## src/rtl/machine_timer.sv

```systemverilog
// machine_timer: 64-bit RISC-V style mtime/mtimecmp timer with a programmable
// prescaler and a single-cycle register port.
//
// Ports:
//   clk             rising-edge clock
//   rst             asynchronous, active-high reset
//   reg_req         register access request (one cycle per access)
//   reg_we          1 = write, 0 = read
//   reg_addr        word index: 0 mtime_lo, 1 mtime_hi, 2 mtimecmp_lo,
//                   3 mtimecmp_hi, 4 prescale, 5 ctrl (6/7 undefined)
//   reg_wdata       full-word write data
//   reg_rdata       read data, valid with reg_ack (0 otherwise and for writes)
//   reg_ack         response pulse, one cycle after each request
//   reg_err         undefined-address flag, valid with reg_ack
//   timer_interrupt registered level interrupt: IE && (mtime >= mtimecmp)
//
// PRE_W must be in 1..32 since prescale is written from a single data word.
module machine_timer #(
  parameter logic [63:0] CMP_RESET = 64'hFFFF_FFFF_FFFF_FFFF,
  parameter int unsigned PRE_W     = 16
) (
  input  logic        clk,
  input  logic        rst,
  input  logic        reg_req,
  input  logic        reg_we,
  input  logic [2:0]  reg_addr,
  input  logic [31:0] reg_wdata,
  output logic [31:0] reg_rdata,
  output logic        reg_ack,
  output logic        reg_err,
  output logic        timer_interrupt
);

  localparam int unsigned DATA_W = 32;
  localparam int unsigned TIME_W = 64;

  localparam logic [2:0] ADDR_MTIME_LO = 3'd0;
  localparam logic [2:0] ADDR_MTIME_HI = 3'd1;
  localparam logic [2:0] ADDR_CMP_LO   = 3'd2;
  localparam logic [2:0] ADDR_CMP_HI   = 3'd3;
  localparam logic [2:0] ADDR_PRESCALE = 3'd4;
  localparam logic [2:0] ADDR_CTRL     = 3'd5;

  // Architectural state
  logic [TIME_W-1:0] mtime, mtime_nxt;
  logic [TIME_W-1:0] mtimecmp, mtimecmp_nxt;
  logic [PRE_W-1:0]  pre_cnt, pre_cnt_nxt;
  logic [PRE_W-1:0]  prescale, prescale_nxt;
  logic [DATA_W-1:0] shadow, shadow_nxt;
  logic              en, en_nxt;
  logic              ie, ie_nxt;

  // Registered response / interrupt
  logic [DATA_W-1:0] rdata_nxt;
  logic              ack_nxt;
  logic              err_nxt;
  logic              irq_nxt;

  logic              tick;
  logic              wr;
  logic              rd;
  logic              addr_bad;

  // Next-state computation: prescaler tick first, register writes override.
  always_comb begin
    mtime_nxt    = mtime;
    mtimecmp_nxt = mtimecmp;
    pre_cnt_nxt  = pre_cnt;
    prescale_nxt = prescale;
    shadow_nxt   = shadow;
    en_nxt       = en;
    ie_nxt       = ie;
    rdata_nxt    = '0;
    ack_nxt      = reg_req;
    err_nxt      = 1'b0;
    irq_nxt      = ie && (mtime >= mtimecmp);

    tick     = en && (pre_cnt == prescale);
    wr       = reg_req && reg_we;
    rd       = reg_req && !reg_we;
    addr_bad = (reg_addr[2:1] == 2'b11);

    if (en) begin
      if (tick) begin
        pre_cnt_nxt = '0;
        mtime_nxt   = mtime + TIME_W'(1);
      end else begin
        pre_cnt_nxt = pre_cnt + PRE_W'(1);
      end
    end

    if (wr) begin
      unique case (reg_addr)
        ADDR_MTIME_LO: begin
          mtime_nxt   = {mtime[63:32], reg_wdata};
          pre_cnt_nxt = '0;
        end
        ADDR_MTIME_HI: begin
          mtime_nxt   = {reg_wdata, mtime[31:0]};
          pre_cnt_nxt = '0;
        end
        ADDR_CMP_LO:   mtimecmp_nxt = {mtimecmp[63:32], reg_wdata};
        ADDR_CMP_HI:   mtimecmp_nxt = {reg_wdata, mtimecmp[31:0]};
        ADDR_PRESCALE: begin
          prescale_nxt = reg_wdata[PRE_W-1:0];
          pre_cnt_nxt  = '0;
        end
        ADDR_CTRL: begin
          en_nxt = reg_wdata[0];
          ie_nxt = reg_wdata[1];
        end
        default: ;
      endcase
    end

    // Reads return pre-edge values; a lo read snapshots the upper half so a
    // following hi read is coherent with it.
    if (rd) begin
      unique case (reg_addr)
        ADDR_MTIME_LO: begin
          rdata_nxt  = mtime[31:0];
          shadow_nxt = mtime[63:32];
        end
        ADDR_MTIME_HI: rdata_nxt = shadow;
        ADDR_CMP_LO:   rdata_nxt = mtimecmp[31:0];
        ADDR_CMP_HI:   rdata_nxt = mtimecmp[63:32];
        ADDR_PRESCALE: rdata_nxt = DATA_W'(prescale);
        ADDR_CTRL:     rdata_nxt = {30'b0, ie, en};
        default:       rdata_nxt = '0;
      endcase
    end

    if (reg_req && addr_bad) begin
      err_nxt = 1'b1;
    end
  end

  // State and output registers
  always_ff @(posedge clk or posedge rst) begin
    if (rst) begin
      mtime           <= '0;
      mtimecmp        <= CMP_RESET;
      pre_cnt         <= '0;
      prescale        <= '0;
      shadow          <= '0;
      en              <= 1'b0;
      ie              <= 1'b0;
      reg_rdata       <= '0;
      reg_ack         <= 1'b0;
      reg_err         <= 1'b0;
      timer_interrupt <= 1'b0;
    end else begin
      mtime           <= mtime_nxt;
      mtimecmp        <= mtimecmp_nxt;
      pre_cnt         <= pre_cnt_nxt;
      prescale        <= prescale_nxt;
      shadow          <= shadow_nxt;
      en              <= en_nxt;
      ie              <= ie_nxt;
      reg_rdata       <= rdata_nxt;
      reg_ack         <= ack_nxt;
      reg_err         <= err_nxt;
      timer_interrupt <= irq_nxt;
    end
  end

endmodule

```

## config.mk

```make
export PLATFORM = sky130hd
export DESIGN_NAME = machine_timer
export DESIGN_NICKNAME = d
export VERILOG_FILES = /design/src/rtl/machine_timer.sv
export SDC_FILE = /design/constraint.sdc
export NUM_CORES = 1
export LEC_CHECK = 0
export CAP_MARGIN = 20
export CORE_UTILIZATION = 55
export DETAILED_ROUTE_END_ITERATION = 8
export PLACE_DENSITY_LB_ADDON = 0.1
export SLEW_MARGIN = 10
export SYNTH_ARGS = -nofsm -noshare
export SYNTH_HDL_FRONTEND = slang
export SYNTH_SLANG_ARGS = --single-unit
```

## constraint.sdc

```tcl
create_clock -name clk -period 7.7 [get_ports clk]
set_input_delay 1.54 -clock clk [delete_from_list [all_inputs] [get_ports clk]]
set_output_delay 1.54 -clock clk [all_outputs]
set_load 0.01 [all_outputs]
```

==> results.txt, run 1 <==
The tools report the maximum vdd ir drop as 226 uV. The starting density of the core came out at 0.562. Post-CTS repair changed the size of 0 cells.

The highest net fanout along the worst path was 19; the growth of design area from synthesis to finish was 13.2%. At the pin with the least slew margin, the transition time is 1.13 ns. The number of antenna violations at the first check in global routing came out at 1.

Setup violations remaining at the end of the flow were counted as 0. The share of the yosys chip area belonging to registers is 0.439. The clock period minus worst slack is 4.43 ns.

The run finished with clean final reports. The min-delay analysis places its worst path in the category reg2reg. After clock tree synthesis, the clock-pin slew on the worst setup and hold paths is 0.06 ns.

In this run, synthesis inferred 0 flip-flops with an integrated enable. The I/O pin count was 74. The flip-flop and latch count after synthesis works out to 229. The final routed wire length divided by cell count is 22.5 um.

The fraction of the core area covered by cells at the end of the flow came out at 0.637. Routability-driven placement finished with a final weighted congestion of 0.950. Setup repair after global routing left no endpoint under its margin. Entering global routing, the biggest net connects 130 pins. Number of buffers inserted by post-CTS setup repair: 0. The Yosys step of the flow raised 0 warnings. Power spread over the standard cell area amounts to 269 mW/mm2.

The global-route wire length before repair came out at 62700 um. The share of the clock period used by the worst path came out at 0.575. On the final layout, the worst clock skew is 0.0140 ns. STA puts the critical path data required time at 8.09 ns. The die is 157 um tall. The tools report the clock sink count as 229. Synthesis produced a netlist with a net count of 1537. For the cell area after synthesis, the log shows 0.0132 mm2.

For the placed wire-length estimate, the log shows 27800 um. A synthesized cell averages 9.24 um2. TritonCTS built the clock tree.

For the H-tree depth reported by CTS, the log shows 1. For this run, the post-layout net count is 1560. The run gives 0.246 as the headroom to the max-slew limit. The tools report the number of global-route vias before repair as 11047. For the synthesized netlist cell count, the log shows 1432. Leaving out fill and tap cells, the most frequent cell in the layout is nand2_1.

The achievable clock frequency is 226 MHz. After floorplanning, the core was sized to cover 0.0235 mm2. Setup total negative slack on the finished layout was measured at 0 ns. In the routed layout, each cell is associated on average with a via count of 6.52. The overall routing resource usage is 0.333. The overall die width is 157 um. For the clock insertion delay at the later pin of the skew report, the log shows 0.54 ns. The fraction of registers with async set/reset came out at 1.00. After global routing the overflow that remains totals 0. The top cell types in the final layout, fill and taps aside, are nand2_1 (197), dfrtp_1 (165), o21ai_0 (105), nor2_1 (84), clkdlybuf4s50_1 (72). Walking the worst path, the cells encountered are clkdlybuf4s50_1 > buf_4 > nor2_1 > and2_1 > and3_1 > or3_1 > nor2_1.

The number of hold-slack violations in the final timing report was 0; the total via count after detailed routing was 11682. Number of buffers added by the clock tree synthesis step: 25. The die covers 0.0247 mm2. The share of cells above drive strength 1 is 0.143.

The most used flip-flop cell after synthesis is dfrtp_1. The logs give 0 for the number of slew-limit violations in the final report and 6 for the first-pass iteration count of the detailed router. The hold buffer count at cts is 0. The kind of cell with the highest combined delay along the critical path is simple AND/OR/NAND/NOR gates. In this run the static leakage power is 6.22 nW. The run gives 4.81 ns as the worst endpoint data arrival time. The cell sitting at the root of the clock tree is a clkbuf_16. After the first detailed-routing iteration, the DRC count stood at 1272.

The type of element launching the critical path is an input port. In the routed design, unresolved DRC markers number 0. The number of port buffers is 73.

Once detail routing completed, the nets flagged for antenna violations numbered 0. The maximum clock insertion buffer count was 3; the number of buffer and inverter instances along the worst setup path was 2. Summed over all layers, the routed wires come to 40300 um.

The worst setup path is of the in2reg kind. The netlist uses 69 different library cells. For this run, the slowest stage of the critical path takes 0.85 ns. The tools report the sort of element at the end of the critical path as a register. The number of maximum-capacitance violations was 0; the placement row count was 56. The cell that appears most often on the critical path is nor2_1. The largest individual stage delay along the critical path comes from the cell nor2_1.
==> flip-flops by register name, summed over array words and instances, names as in the netlist <==
register and count:
mtime 64, mtimecmp 64, reg_rdata 32, shadow 32, pre_cnt 16, prescale 16
en 1, ie 1, reg_ack 1, reg_err 1, timer_interrupt 1
==> per-stage QoR <==
| step | power (W) | hold slack [ns] | cells | setup WS [ns] | area, um2 |
|---|---|---|---|---|---|
| 2_1_floorplan | 0.00247 | 0.450 | 1432 | 3.22 | 13200 |
| 4_1_cts | 0.00403 | 0.491 | 1790 | 3.35 | 14900 |
| 3_3_place_gp | 0.00282 | 0.465 | 1745 | 2.90 | 14100 |
| 3_5_place_dp | 0.00286 | 0.476 | 1745 | 2.81 | 14100 |
| 5_1_grt | 0.00426 | 0.515 | 1792 | 3.13 | 15000 |
| 6_report | 0.00404 | 0.491 | 1793 | 3.27 | 15000 |
==> layer usage <==
layer	vias to the layer above	GRT usage	part of all wire
met1	5687	0.445	0.41
met2	563	0.537	0.46
met4	2	0.144	0.043
met3	115	0.0540	0.086
met5	-	0	0.00030
li1	5315	-	-
==> worst min-delay path, delay by kind of cell, from the launching register on <==
| family | cells | cell delay [ns] |
|---|---|---|
| and+or+nand+nor | 1 | 0.05 |
| DFF | 1 | 0.34 |
| AOI/OAI and AO/OA | 1 | 0.06 |
==> logic make-up (layout without fill, tap and decap cells) <==
family / after synthesis / count (layout) / synth area share
and+or+nand+nor: 530 / 530 / 0.202
AOI/OAI and AO/OA: 349 / 349 / 0.176
DFF: 229 / 229 / 0.439
buffers and inverters: 167 / 208 / 0.0498
adders and majority gates: 66 / 66 / 0.0624
muxes: 63 / 63 / 0.0527
xor gates and xnor gates: 28 / 28 / 0.0185
other: 0 / 1 / 0
==> final cells by class <==
class	instances	area (um2)
diodes	1	2.50
fillers	1954	8560
clock buffers	31	688
clock inverters	14	100
multi-input cells	1036	6810
inverters	72	274
repair buffers	91	906
well taps	319	399
flip-flops and latches	229	5810
==> path summary, 6_finish.rpt <==
| kind | startpoint | to | slack, ns | depth (start not counted) |
|---|---|---|---|---|
| max | reg_addr[1] | pre_cnt[13] | 3.27 | 7 |
| min | shadow[23] | shadow[23] | 0.49 | 2 |
| max reg2reg | en | mtime[54] | 4.39 | 5 |
| min reg2reg | shadow[23] | shadow[23] | 0.49 | 2 |
| max in group asynchronous | rst | reg_rdata[4] | 4.88 | 3 |
| min in group asynchronous | rst | reg_rdata[20] | 1.53 | 2 |
==> cell usage after synthesis (17+ instances only) <==
master | n | share of area
nand2_1 | 197 | 0.056
dfrtp_1 | 165 | 0.31
o21ai_0 | 105 | 0.040
nor2_1 | 84 | 0.024
inv_1 | 72 | 0.020
clkbuf_1 | 70 | 0.020
ha_1 | 66 | 0.062
dfstp_2 | 64 | 0.13
a21oi_1 | 56 | 0.021
mux2_2 | 54 | 0.046
nand3_1 | 50 | 0.019
a22oi_1 | 43 | 0.024
nand4_1 | 39 | 0.018
and3_1 | 30 | 0.014
nor4_1 | 27 | 0.013
nor3_1 | 26 | 0.0098
xnor2_1 | 19 | 0.013
a221oi_1 | 17 | 0.011
and4_1 | 17 | 0.011
o22ai_1 | 17 | 0.0080
==> where the power goes <==
part | leakage (nW) | internal [W] | switching (W) | total [W]
Clock | 0.397 | 0.000665 | 0.000502 | 0.00117
Combinational | 3.09 | 0.000450 | 0.000572 | 0.00102
Sequential | 2.73 | 0.00152 | 0.000328 | 0.00185
Total | 6.22 | 0.00264 | 0.00140 | 0.00404
No activity file was read; power rests on OpenSTA's default activity.
==> run 2, diff against run 1 <==
--- a/config.mk
+++ b/config.mk
@@ -6,7 +6,7 @@
 export NUM_CORES = 1
 export LEC_CHECK = 0
 export CAP_MARGIN = 20
-export CORE_UTILIZATION = 55
+export CORE_UTILIZATION = 59
 export DETAILED_ROUTE_END_ITERATION = 8
 export PLACE_DENSITY_LB_ADDON = 0.1
 export SLEW_MARGIN = 10
==> constraint.sdc (replaced) <==
create_clock -name clk -period 4.6 [get_ports clk]
set_input_delay 0.92 -clock clk [delete_from_list [all_inputs] [get_ports clk]]
set_output_delay 0.92 -clock clk [all_outputs]
set_load 0.01 [all_outputs]
==> run 2 against run 1 <==
  * Wire length up 0.39%
  * Global-route usage is 2.7 points higher
  * Sequential share of layout area is 0.74 points lower
  * First-iteration DRC count down 3.9%
  * Register-to-register slack got worse by 3.1 ns
  * Total power grew 81%
  * Clock skew grew 0.0093 ns
  * Die area down 6.7%
  * Clock-buffer cell count is 1 higher
  * Clock power is 110% higher
  * Sequential power is 67% higher
==> results.txt, run 2 (same netlist as run 1, synthesis figures left out) <==
Before CTS, the worst setup slack after placement is 1.16 ns. The number of nets still failing antenna checks after routing was 0. The slowest stage of the critical path belongs to the cell or4_1. Compared with the post-synthesis result, the final layout area differs by 15.4%. The final routed wire length divided by cell count came out at 22.9 um. The number of buffers added by the clock tree synthesis step came out at 26.

Traced cell by cell, the critical path runs through o2111ai_1 > or4_1 > nor4_4 > a21oi_1 > or3_1. The count of nets after finishing was 1574; the stage delay of the slowest cell on the critical path was 0.88 ns. The run gives 18500 um as the met2 wirelength from detailed routing. The worst-case IR drop observed on VDD is 322 uV. The run gives 0.00681 mm2 as the multi-input logic area. Clock tree synthesis found a total of 229 sinks. The detailed router used layers up to and including met5. After legalization and detailed placement, the total HPWL measured 28500 um. The worst path meets setup with 1.34 ns of slack.

The logs give 0 for the number of hold-slack violations in the final timing report and 6 for the first-pass iteration count of the detailed router. For the routed metal-1 wire length, the log shows 16600 um. The placer's final routability congestion estimate came out at 0.981. The post-cts resize count is 0.

The die is 152 um wide. Summing all flip-flop and latch instances after layout gives 0.00581 mm2. For the final-layout setup total negative slack, the log shows 0 ns. The run gives 63000 um as the global-route wire length before repair. The tools report the achievable clock frequency as 306 MHz. The power density over the cells came out at 477 mW/mm2.

The total overflow left after global routing is 0. The pin count of the biggest net entering global routing is 83. Hold repair after CTS inserted 0 buffers. The share of the clock period used by the worst path is 0.710, and the number of global-route vias before repair is 11232. The run gives 0.432 as the headroom to the max-slew limit. Setup repair after global routing left no endpoint under its margin. In the layout the commonest cells are nand2_1 (197), dfrtp_1 (165), o21ai_0 (105), nor2_1 (84), clkdlybuf4s50_1 (72). 74 I/O pins were placed. At the pin with the least slew margin, the transition time is 0.845 ns. The library cell used most frequently in the layout, excluding fill and tap cells, is nand2_1.

In this run the core area contains 54 standard-cell rows. TritonCTS built the clock tree. The overall routing resource usage was 0.360. Along the worst path, the maximum fanout reaches 12.

The number of antenna diodes in the final layout is 0. Die height: 152 um. For the worst-skew pair, the clock arrives at the later sink with an insertion delay of 0.55 ns.

The routed layout has 11866 vias. The cell sitting at the root of the clock tree is a clkbuf_16. The clock period minus worst slack works out to 3.26 ns. The H-tree depth reported by CTS was 1.

The share of cells above drive strength 1 is 0.154. Detailed routing placed a total of 3480 um of wire on met3. After detailed routing, the number of vias per cell comes to 6.71. Counting the fill cells in the layout gives 1683.

The tools report the die area as 0.0230 mm2. For this block, the initial DRC count from the detailed router was 1222. The number of maximum-capacitance violations came out at 0. The classification of the worst-slack hold path is reg2reg. The clock arrives with 0.0233 ns of skew. The number of slew-limit violations in the final report was 0.

After clock tree synthesis, the setup repair step added 0 buffers. The run finished with clean final reports. Data on the critical path arrives at its endpoint at 3.68 ns.

The starting density of the core was 0.605. The sum of routed wire length over all layers was 40400 um; the core box area was 0.0219 mm2. The worst setup path is of the reg2reg kind.

The number of antenna violations at the first check in global routing is 1. The count of buffers added on input and output ports is 73. The largest registers in the layout are mtime x64, mtimecmp x64. For this run, design rule violations remaining after detail routing come to 0. The type of element launching the critical path was a register. Setup violations remaining at the end of the flow were counted as 0.

For the worst path required time, the log shows 5.02 ns. The logs give 6.40 nW for the cell leakage power and 3 for the maximum clock insertion buffer count. The worst setup path is captured at a register. Clock-pin slew was measured on the worst setup and hold paths at 0.07 ns.
-- run 2: cell types whose count changed in the layout (fill, tap and decap cells not counted), sizes merged --
cell	previous run	this run
diode	1	0
buf	19	32
bufinv	1	8
clkinv	11	7
clkbuf	31	32
clkinvlp	3	1
inv	71	72
-- run 2: worst paths after layout --
path,startpoint,to,slack [ns],depth (start not counted)
min in group asynchronous,rst,reg_rdata[16],0.88,2
hold / removal,shadow[23],shadow[23],0.49,2
hold reg to reg,shadow[23],shadow[23],0.49,2
max in group asynchronous,rst,mtimecmp[43],2.80,3
setup / recovery,en,mtime[54],1.34,5
setup reg to reg,en,mtime[54],1.34,5
-- run 2: area by class of cell --
cell class	instances	share of cell area
well taps	280	0.0229
repair buffers	104	0.0660
clock buffers	32	0.0480
clock inverters	16	0.0193
multi-input cells	1036	0.445
flip-flops and latches	229	0.380
inverters	72	0.0179
-- run 2: worst max-delay path: cells and delay by family, from the launching register on --
| kind | cells | cell delay [ns] |
|---|---|---|
| flops | 1 | 0.64 |
| compound gates | 2 | 0.44 |
| simple gates | 3 | 2.04 |
-- run 2: metal layers --
| metal | global-route usage | vias up |
|---|---|---|
| met4 | 0.158 | 2 |
| met3 | 0.0548 | 133 |
| met5 | 0 | - |
| li1 | - | 5346 |
| met2 | 0.572 | 637 |
| met1 | 0.488 | 5748 |
-- run 2: stage by stage --
step                      hold slack [ns]  instance area, um2  power [W]  utilization  instances
after floorplan                     0.450               13200    0.00414            -       1432
after global placement              0.468               14200    0.00471        0.651       1721
after detailed placement            0.478               14200    0.00480        0.651       1721
after CTS                           0.491               15300    0.00726        0.698       1769
after global routing                0.516               15300    0.00764        0.698       1769
final                               0.490               15300    0.00729        0.698       1769
-- run 2: power by group --
group	total [W]	switching (W)	internal (W)
sequential	0.00309	0.000545	0.00254
clock	0.00246	0.000882	0.00158
combinational	0.00174	0.000976	0.000763
==> run 3, diff against run 2 <==
--- a/config.mk
+++ b/config.mk
@@ -6,7 +6,7 @@
 export NUM_CORES = 1
 export LEC_CHECK = 0
 export CAP_MARGIN = 20
-export CORE_UTILIZATION = 59
+export CORE_UTILIZATION = 55
 export DETAILED_ROUTE_END_ITERATION = 8
 export PLACE_DENSITY_LB_ADDON = 0.1
 export SLEW_MARGIN = 10
==> constraint.sdc (replaced) <==
create_clock -name clk -period 2.7 [get_ports clk]
set_input_delay 0.54 -clock clk [delete_from_list [all_inputs] [get_ports clk]]
set_output_delay 0.54 -clock clk [all_outputs]
set_load 0.01 [all_outputs]
==> run 3 against run 2 <==
  * Via count is 2.0% higher
  * Worst setup slack worse by 1.3 ns
  * Flip-flop and latch count stayed put
  * Sequential share of layout area is 1.7 points lower
  * Utilization is 1.9 points lower
  * Final area is 4.6% higher
  * Maximum frequency is 24% higher
  * Sequential power is 65% higher
  * Total power is 66% higher
  * First-iteration DRC count is 8.7% higher
  * Critical path depth is 2 higher
  * Wire length is 7.1% higher
  * Largest power group unchanged
  * Highest routed layer is now met4
==> results.txt, run 3 (same netlist as run 1, synthesis figures left out) <==
The flow ran to the end, and the final reports show no timing, DRC or antenna violations. TritonCTS built the clock tree. In the final layout, the registers with the most flip-flops are mtime x64, mtimecmp x64.

OpenSTA, run right after detailed placement, puts the worst setup slack at 0.103 ns. The number of placed instances, taps included is 1852, and the worst setup margin is 0.0720 ns. The logs give 7 for the first-pass iteration count of the detailed router and 0 for the leftover overflow at the end of global routing.

The launch instance of the worst register-to-register path is pre_cnt[7]. Setup violations remaining at the end of the flow were counted as 0. Of all nets on the critical path, the largest fanout is 9. Counting the buffers created by CTS gives 26. The number of buffer and inverter instances along the worst setup path is 2.

The share of the clock period used by the worst path is 0.973. The fraction of power consumed by sequential logic is 0.421. The H-tree depth reported by CTS was 1; the part of the power in the clock network was 0.290.

The growth of design area from synthesis to finish came out at 20.8%. The share of cells above drive strength 1 was 0.201; the die area was 0.0247 mm2. Tracing the worst setup path back leads to its startpoint at pre_cnt[7]. The first global-routing pass estimated 67800 um of wire. The number of antenna diodes in the final layout is 0. The net switching power figure is 0.00417 W, and the achievable clock frequency is 381 MHz.

The final routed wire length divided by cell count was 22.8 um. The count of nets after finishing came out at 1666. The clock period could shrink to 2.63 ns. Summed over all layers, the routed wires come to 43300 um. STA puts the critical path data required time at 3.18 ns. Classification of the worst-slack hold path: in2async.

The cell family contributing the most delay on the critical path was simple AND/OR/NAND/NOR gates. Buffers placed on the I/O ports in this run total 73. The number of antenna violations at the first check in global routing is 0. The run gives 0.288 as the combinational fraction of design power. The violation count after the first detailed-route iteration came out at 1328. The clock tree root driver cell is clkbuf_16.

The run gives 6.79 nW as the cell leakage power. The net switching share of the total power came out at 0.345. The congestion estimate from routability-driven global placement came to 0.954. The longest clock path from root to sink contains 3 buffers.

The logs give 0.0198 ns for the clock tree skew after final layout and 0 for the number of maximum-capacitance violations. For the number of slew-limit violations in the final report, the log shows 0. The internal power contribution is 0.00793 W.

Traced cell by cell, the critical path runs through inv_1 > o2111ai_1 > or4_1 > buf_4 > or3_1 > nor4_1 > a211o_1. Overall routing resource usage: 0.361. Measured along the x axis, the die boundary spans 157 um. Final hold analysis gives a worst-case slack of 0.302 ns. The placement row count was 56; the number of nets still failing antenna checks after routing was 0.

On the worst path, the slowest cell contributes a delay of 0.63 ns. Buffers added to address setup during post-CTS repair amount to 0. The tools report the detailed-route DRC error count as 0. The tools report the clock sink count as 229. The tools report the number of hold-slack violations in the final timing report as 0.

The setup path with the least slack is of type reg2reg. The library cell used most frequently in the layout, excluding fill and tap cells, is nand2_1. The pin count of the biggest net entering global routing is 101. For the worst-skew pair, the clock arrives at the later sink with an insertion delay of 0.55 ns. After floorplanning, the core was sized to cover 0.0235 mm2.

Dividing the detail-routed via count by the number of cells gives 6.37. The library cells used most frequently in the layout, excluding fill and tap cells, are nand2_1 (197), dfrtp_1 (164), buf_4 (107), o21ai_0 (105), nor2_1 (84). The sort of element at the end of the critical path was a register. The number of global-route vias before repair came out at 11965. The slew of the pin with the lowest slew margin was 0.723 ns. For this design the ratio of total power to cell area is 757 mW/mm2. Clock-pin slew was measured on the worst setup and hold paths at 0.06 ns. The logs give 0.518 for the headroom to the max-slew limit and 0.0121 W for the total chip power. For the worst setup path, the data arrival time is 3.11 ns.

The final route contains 12104 vias. The filler cells instantiated in the layout total 1929. During I/O placement, the number of pins put on the boundary was 74.

In this run the vertical extent of the chip is 157 um. The placed wire-length estimate was 31400 um; the final cell count without fillers was 1900. For the maximum vdd ir drop, the log shows 623 uV.

The starting density of the core came out at 0.562. The slowest stage of the critical path is the or4_1 cell. The worst setup path is launched from a register.
[run 3: worst paths after layout]
check	cells past startpoint	endpoint	slack, ns
setup / recovery	7	mtime[32]	0.07
hold / removal	2	shadow[22]	0.30
setup reg to reg	7	mtime[32]	0.07
hold reg to reg	2	shadow[18]	0.50
max in group asynchronous	3	mtime[36]	1.58
min in group clk	2	shadow[18]	0.50
[run 3: what timing repair did]
item / in CTS / in global routing
gates resized for setup: 0 / 2
endpoints found under the setup margin: 0 / 2
hold endpoints to repair: 0 / 0
hold buffers: 0 / 0
[run 3: layer usage]
layer / vias up / share of wire / wire [um] / GRT usage
met5: - / 0 / 0 / 0
met4: 0 / 0.040 / 1720 / 0.137
li1: 5535 / - / - / -
met1: 5841 / 0.41 / 17800 / 0.488
met2: 603 / 0.46 / 20000 / 0.589
met3: 125 / 0.087 / 3760 / 0.0520
[run 3: layout make-up]
cell class / count / area [um2] / share of cell area
Clock inverter: 14 / 138 / 0.00861
Tap cell: 319 / 399 / 0.0250
Timing Repair Buffer: 196 / 1850 / 0.116
Multi-Input combinational cell: 1036 / 6810 / 0.426
Inverter: 72 / 274 / 0.0171
Sequential cell: 229 / 5810 / 0.364
Clock buffer: 34 / 701 / 0.0438
[run 3: power by group through the flow]
| stage | Sequential, W | Combinational, W | Clock, W |
|---|---|---|---|
| after floorplan | 0.00490 | 0.00215 | 0 |
| after global placement | 0.00509 | 0.00329 | 0 |
| after detailed placement | 0.00512 | 0.00341 | 0 |
| after CTS | 0.00507 | 0.00344 | 0.00354 |
| after global routing | 0.00519 | 0.00388 | 0.00367 |
| final | 0.00510 | 0.00349 | 0.00351 |
[run 3: stage by stage]
step / setup TNS, ns / cell area [um2] / utilization
floorplan: -130.19 / 13200 / -
CTS: 0 / 16000 / 0.679
detailed placement: 0 / 15100 / 0.643
global placement: 0 / 15100 / 0.643
global route: -0.0377 / 16000 / 0.679
finish: 0 / 16000 / 0.679
